<file path="src/rtl/cb_pkg.sv">
// Core-bus channel types shared by the read arbiter and its neighbours.
package cb_pkg;

  localparam logic [1:0] CB_OKAY   = 2'b00;
  localparam logic [1:0] CB_SLVERR = 2'b10;

  typedef struct packed {
    logic [31:0] rd_addr;
    logic [2:0]  rd_size;
    logic        rd_addr_valid;
    logic        rd_ready;
    logic [31:0] wr_addr;
    logic [2:0]  wr_size;
    logic        wr_addr_valid;
    logic [31:0] wr_data;
    logic [3:0]  wr_strb;
    logic        wr_data_valid;
    logic        wr_resp_ready;
  } s_cb_mosi_t;

  typedef struct packed {
    logic        rd_addr_ready;
    logic [31:0] rd_data;
    logic [1:0]  rd_resp;
    logic        rd_valid;
    logic        wr_addr_ready;
    logic        wr_data_ready;
    logic [1:0]  wr_resp;
    logic        wr_resp_valid;
  } s_cb_miso_t;

endpackage

</file>
<file path="src/rtl/cb_rd_arbiter.sv">
// Shares one core-bus master between fetch (reads only) and LSU, routing read data by issue order.
// Define CB_ARB_RR_EN for round-robin tie breaking instead of fixed DATA_PRIO priority.
module cb_rd_arbiter
  import cb_pkg::*;
#(
  parameter int unsigned MAX_OT    = 4,
  parameter bit          DATA_PRIO = 1'b1
) (
  input  logic                     clk,
  input  logic                     rst,
  input  s_cb_mosi_t               instr_cb_mosi_i,
  output s_cb_miso_t               instr_cb_miso_o,
  input  s_cb_mosi_t               data_cb_mosi_i,
  output s_cb_miso_t               data_cb_miso_o,
  output s_cb_mosi_t               cb_mosi_o,
  input  s_cb_miso_t               cb_miso_i,
  output logic [$clog2(MAX_OT):0]  ot_cnt_o,
  output logic                     rsp_err_o
);

  localparam int unsigned AW = $clog2(MAX_OT);
  localparam int unsigned CW = AW + 1;

  logic [CW-1:0]     ot_cnt_q, ot_cnt_d;
  logic [AW-1:0]     wr_ptr_q, rd_ptr_q;
  logic [MAX_OT-1:0] order_q;           // requester id per outstanding read, 1 = data
  logic              grant_q, grant;
  logic              lock_q, lock_d;
  logic              ot_full, fifo_empty, head;
  logic              tie_pick, fwd_valid, addr_hs, rsp_ready, pop;
  logic              instr_v, data_v;

  assign instr_v    = instr_cb_mosi_i.rd_addr_valid;
  assign data_v     = data_cb_mosi_i.rd_addr_valid;
  assign ot_full    = (ot_cnt_q == CW'(MAX_OT));
  assign fifo_empty = (ot_cnt_q == '0);
  assign head       = order_q[rd_ptr_q];

`ifdef CB_ARB_RR_EN
  logic rr_q;  // requester that wins the next tie
  assign tie_pick = rr_q;
  always_ff @(posedge clk or negedge rst) begin
    if (!rst) begin
      rr_q <= 1'b0;
    end else if (addr_hs) begin
      rr_q <= ~grant;
    end
  end
`else
  assign tie_pick = DATA_PRIO;
`endif

  always_comb begin
    grant = grant_q;
    if (lock_q && (grant_q ? data_v : instr_v)) begin
      grant = grant_q;
    end else if (instr_v && data_v) begin
      grant = tie_pick;
    end else if (instr_v) begin
      grant = 1'b0;
    end else if (data_v) begin
      grant = 1'b1;
    end
  end

  assign fwd_valid = (grant ? data_v : instr_v) & ~ot_full;
  assign addr_hs   = fwd_valid & cb_miso_i.rd_addr_ready;
  // With nothing outstanding, stray responses are accepted and dropped.
  assign rsp_ready = fifo_empty ? 1'b1
                   : (head ? data_cb_mosi_i.rd_ready : instr_cb_mosi_i.rd_ready);
  assign pop       = cb_miso_i.rd_valid & rsp_ready & ~fifo_empty;
  assign ot_cnt_d  = ot_cnt_q + CW'(addr_hs) - CW'(pop);
  assign lock_d    = ot_full ? lock_q : (fwd_valid & ~cb_miso_i.rd_addr_ready);
  assign ot_cnt_o  = ot_cnt_q;

  always_ff @(posedge clk or negedge rst) begin
    if (!rst) begin
      ot_cnt_q <= '0;
      wr_ptr_q <= '0;
      rd_ptr_q <= '0;
      order_q  <= '0;
      grant_q  <= 1'b0;
      lock_q   <= 1'b0;
    end else begin
      ot_cnt_q <= ot_cnt_d;
      lock_q   <= lock_d;
      if (!ot_full) begin
        grant_q <= grant;
      end
      if (addr_hs) begin
        order_q[wr_ptr_q] <= grant;
        wr_ptr_q          <= wr_ptr_q + 1'b1;
      end
      if (pop) begin
        rd_ptr_q <= rd_ptr_q + 1'b1;
      end
    end
  end

  // Outputs are forced quiet while reset is asserted, not just after the next edge.
  always_comb begin
    cb_mosi_o       = '0;
    instr_cb_miso_o = '0;
    data_cb_miso_o  = '0;
    rsp_err_o       = 1'b0;
    if (rst) begin
      cb_mosi_o.rd_addr       = grant ? data_cb_mosi_i.rd_addr : instr_cb_mosi_i.rd_addr;
      cb_mosi_o.rd_size       = grant ? data_cb_mosi_i.rd_size : instr_cb_mosi_i.rd_size;
      cb_mosi_o.rd_addr_valid = fwd_valid;
      cb_mosi_o.rd_ready      = rsp_ready;
      cb_mosi_o.wr_addr       = data_cb_mosi_i.wr_addr;
      cb_mosi_o.wr_size       = data_cb_mosi_i.wr_size;
      cb_mosi_o.wr_addr_valid = data_cb_mosi_i.wr_addr_valid;
      cb_mosi_o.wr_data       = data_cb_mosi_i.wr_data;
      cb_mosi_o.wr_strb       = data_cb_mosi_i.wr_strb;
      cb_mosi_o.wr_data_valid = data_cb_mosi_i.wr_data_valid;
      cb_mosi_o.wr_resp_ready = data_cb_mosi_i.wr_resp_ready;

      instr_cb_miso_o.rd_addr_ready = ~grant & cb_miso_i.rd_addr_ready & ~ot_full;
      instr_cb_miso_o.rd_data       = cb_miso_i.rd_data;
      instr_cb_miso_o.rd_resp       = cb_miso_i.rd_resp;
      instr_cb_miso_o.rd_valid      = cb_miso_i.rd_valid & ~fifo_empty & ~head;

      data_cb_miso_o.rd_addr_ready  = grant & cb_miso_i.rd_addr_ready & ~ot_full;
      data_cb_miso_o.rd_data        = cb_miso_i.rd_data;
      data_cb_miso_o.rd_resp        = cb_miso_i.rd_resp;
      data_cb_miso_o.rd_valid       = cb_miso_i.rd_valid & ~fifo_empty & head;
      data_cb_miso_o.wr_addr_ready  = cb_miso_i.wr_addr_ready;
      data_cb_miso_o.wr_data_ready  = cb_miso_i.wr_data_ready;
      data_cb_miso_o.wr_resp        = cb_miso_i.wr_resp;
      data_cb_miso_o.wr_resp_valid  = cb_miso_i.wr_resp_valid;

      rsp_err_o = cb_miso_i.rd_valid & fifo_empty;
    end
  end

  logic unused_instr_wr;
  assign unused_instr_wr = ^{instr_cb_mosi_i.wr_addr, instr_cb_mosi_i.wr_size,
                             instr_cb_mosi_i.wr_addr_valid, instr_cb_mosi_i.wr_data,
                             instr_cb_mosi_i.wr_strb, instr_cb_mosi_i.wr_data_valid,
                             instr_cb_mosi_i.wr_resp_ready};

endmodule
</file>
<file path="config.mk">
export PLATFORM = sky130hd
export DESIGN_NAME = cb_rd_arbiter
export DESIGN_NICKNAME = d
export VERILOG_FILES = /design/src/rtl/cb_pkg.sv /design/src/rtl/cb_rd_arbiter.sv
export SDC_FILE = /design/constraint.sdc
export NUM_CORES = 1
export LEC_CHECK = 0
export ABC_AREA = 1
export CAP_MARGIN = 10
export CORE_AREA = 3 3 178 180
export DETAILED_ROUTE_END_ITERATION = 10
export DIE_AREA = 0 0 181 183
export PLACE_DENSITY = 0.51
export SYNTH_ARGS = -nofsm -noshare
export SYNTH_HDL_FRONTEND = slang
export SYNTH_SLANG_ARGS = --single-unit
</file>
<file path="constraint.sdc">
create_clock -name clk -period 2.8 [get_ports clk]
set_clock_uncertainty 0.2 [all_clocks]
set_input_delay 0.56 -clock clk [delete_from_list [all_inputs] [get_ports clk]]
set_output_delay 0.56 -clock clk [all_outputs]
set_load 0.02 [all_outputs]
</file>
==> metrics.txt <==
max-slew violations=0; maxcap violations=0; placed cells=1,230; crit path buf inv count=3; antenna violations before repair=1; clk_lat worst skew=0.24 ns; Final Cell Area=6790 sq um; critical path depth=7; total clock buffers created by CTS=3; asr flop ratio synth=1.00; Synth Flop Type=dfrtp_1; P&R area growth vs syn=149%; Layout Nets=1,114; Fmax=366 MHz; placed cell area=6790 sq um; post-synthesis cell type count=32; routed vias/inst=3.24; register area share after synthesis=0.120; CTS Sinks=13; commonest non-fill, non-tap cell in the layout=clkdlybuf4s50_1; final setup fails=0; P_leak=3.52 nW; area of the die=33,100 sq um; Avg Cell Area, Syn=5.51 sq um; Synth Warn #=0; pwr dens=379 nW/um^2; CTS root buf=clkbuf_16; fillers=3,449; Worst setup startpoint=data_cb_mosi_i[75]; Core Rows=64; Setup crit end=cb_mosi_o[77]; CTS tree=yes; port bufs=382; first-pass GRT wire length=22,900 um; pin count of the biggest net entering global routing=51; Final min period=2.73 ns; die width=181 um; Critical Path RT=2.04 ns; DRC errors left=0; Mapped Cells=494; Via Count=4,013; slowest CP cell=clkdlybuf4s50_1; Crit Path Category=in -> out; Seq cells post-synth=13; share of post-route cells with drive strength above 1=0.140; vias in the first global route=3,924; Worst Reg-to-Reg Cells=11; hpwl dp=14,300 um; worst r2r src=ot_cnt_o[1]; worst-path maximum fanout=10; RSZ-0062 raised after global routing=no; Hold Path Class=reg -> reg; IO Count=462; drt wl/cell=13.0 um; Setup crit start kind=input port; Initial Util=0.0897; worst IR drop on VDD=341 uV; r2r setup slk=0.23 ns; # diodes=0; final worst-path cycle share=0.976; Largest delay share family, worst path=buffers and inverters; Fin. Hold Viols=0; antenna viol nets, final=0; status=finished clean; final hold slack=0.301 ns; CP arrival=1.97 ns; Post-synth EDFFs=0; total grt overflow=0; core box area=30,300 sq um; most frequent cells in the layout=clkdlybuf4s50_1 (329), nand2_1 (130), inv_1 (129); Post-Route WL=16,000 um; Crit. End Element=output pin; Bufs on Longest Clock Path=2; Total Power=2.57 mW; DRT iter0 DRCs=112; non-filler cells, final=1,237; GPL Wtd Cong=0.747; Crit path largest cell delay=0.42 ns; drt pass-1 iters=4; gr usage total=0.0872; CP Cell Sequence=clkdlybuf4s50_1 > o21bai_4 > nand2_8 > buf_12 > o21ai_1 > nor2_1 > dlygate4sd2_1; Crit Reg-Reg Endpoint=ot_cnt_o[2]; Die Ht=183 um; Reg clk slew, reported paths=0.04 ns; H-tree level count=1; Mapped Area=2720 sq um
==> logic make-up (layout without fill, tap and decap cells) <==
logic type,count (synthesis),count (layout),share of synthesized area
AND/OR/NAND/NOR,226,226,0.359
buffers and inverters,196,539,0.364
AO/OA/AOI/OAI,48,48,0.109
flip-flops,13,13,0.120
adder cells (fa/ha/maj),7,7,0.0349
XOR/XNOR,3,3,0.0124
other,1,5,0.00138
==> power breakdown <==
part | switching, mW | internal [mW] | total, mW
combinational | 1.04 | 0.895 | 1.93
clock | 0.0771 | 0.192 | 0.269
sequential | 0.0835 | 0.284 | 0.368
==> worst reg2reg max path, cell delays in order, from the launching register on <==
cell     delay (ns)
dfrtp_1        0.45
nor2_4         0.18
nand2_1        0.16
nand2_1        0.16
inv_1          0.08
nand3_1        0.14
inv_1          0.07
ha_1           0.27
inv_1          0.04
ha_1           0.18
fa_1           0.37
xor2_1         0.17
==> registers in the layout (all words and copies together), names as in the netlist <==
signal and cells:
ot_cnt_o 3, wr_ptr_q 2, lock_q 1, grant_q 1
rd_ptr_q 2, order_q 4
==> cells in the mapped netlist (all sizes together) (2+ instances only) <==
| cell | count | area share |
|---|---|---|
| o21ai | 40 | 0.076 |
| nand2 | 133 | 0.19 |
| buf | 59 | 0.17 |
| ha | 6 | 0.028 |
| clkbuf | 5 | 0.0069 |
| o31ai | 4 | 0.018 |
| xor2 | 2 | 0.0092 |
| nand3 | 12 | 0.026 |
| dfrtp | 13 | 0.12 |
| inv | 132 | 0.18 |
| a21oi | 3 | 0.0069 |
| nor2 | 79 | 0.14 |
==> area by class of cell <==
type / count / area (sq um) / area share
Multi-Input combinational cell: 289 / 1430 / 0.211
Clock buffer: 4 / 78.8 / 0.0116
Tap cell: 396 / 495 / 0.0730
Timing Repair inverter: 1 / 11.3 / 0.00166
Sequential cell: 13 / 325 / 0.0479
Inverter: 132 / 512 / 0.0754
Timing Repair Buffer: 402 / 3930 / 0.580
==> routing by layer <==
metal	track usage	routed length, um	vias up
li1	-	-	2046
met1	0.110	6810	1734
met2	0.159	7860	227
met3	0.0216	1320	4
met4	0.00274	13	2
met5	0	19	-
==> what timing repair did <==
action,4_1_cts,5_1_grt
buffers inserted,2,0
hold buffers,0,0
cloned,1,0
setup endpoints to repair,39,27
resized for setup,120,29
pin swaps,1,1
==> per-stage QoR <==
stage,setup TNS (ns),worst slack [ns],utilization
6_report,0,0.0672,0.224
5_1_grt,0,0.000943,0.224
4_1_cts,-0.0248,-0.0162,0.226
3_5_place_dp,-15.13,-0.485,0.224
3_3_place_gp,-14.31,-0.478,0.224
2_1_floorplan,0,0.447,-
==> worst min-delay path by stage <==
stage	from	to	slack, ns	depth (start not counted)
final	order_q[2]	order_q[2]	0.30	2
after global routing	order_q[3]	order_q[3]	0.32	2
after CTS	order_q[2]	order_q[2]	0.31	2
after detailed placement	order_q[2]	order_q[2]	0.30	2
after global placement	order_q[1]	order_q[1]	0.30	2
after floorplan	rst	grant_q	0.06	0
(Power assumes the default switching activity.)
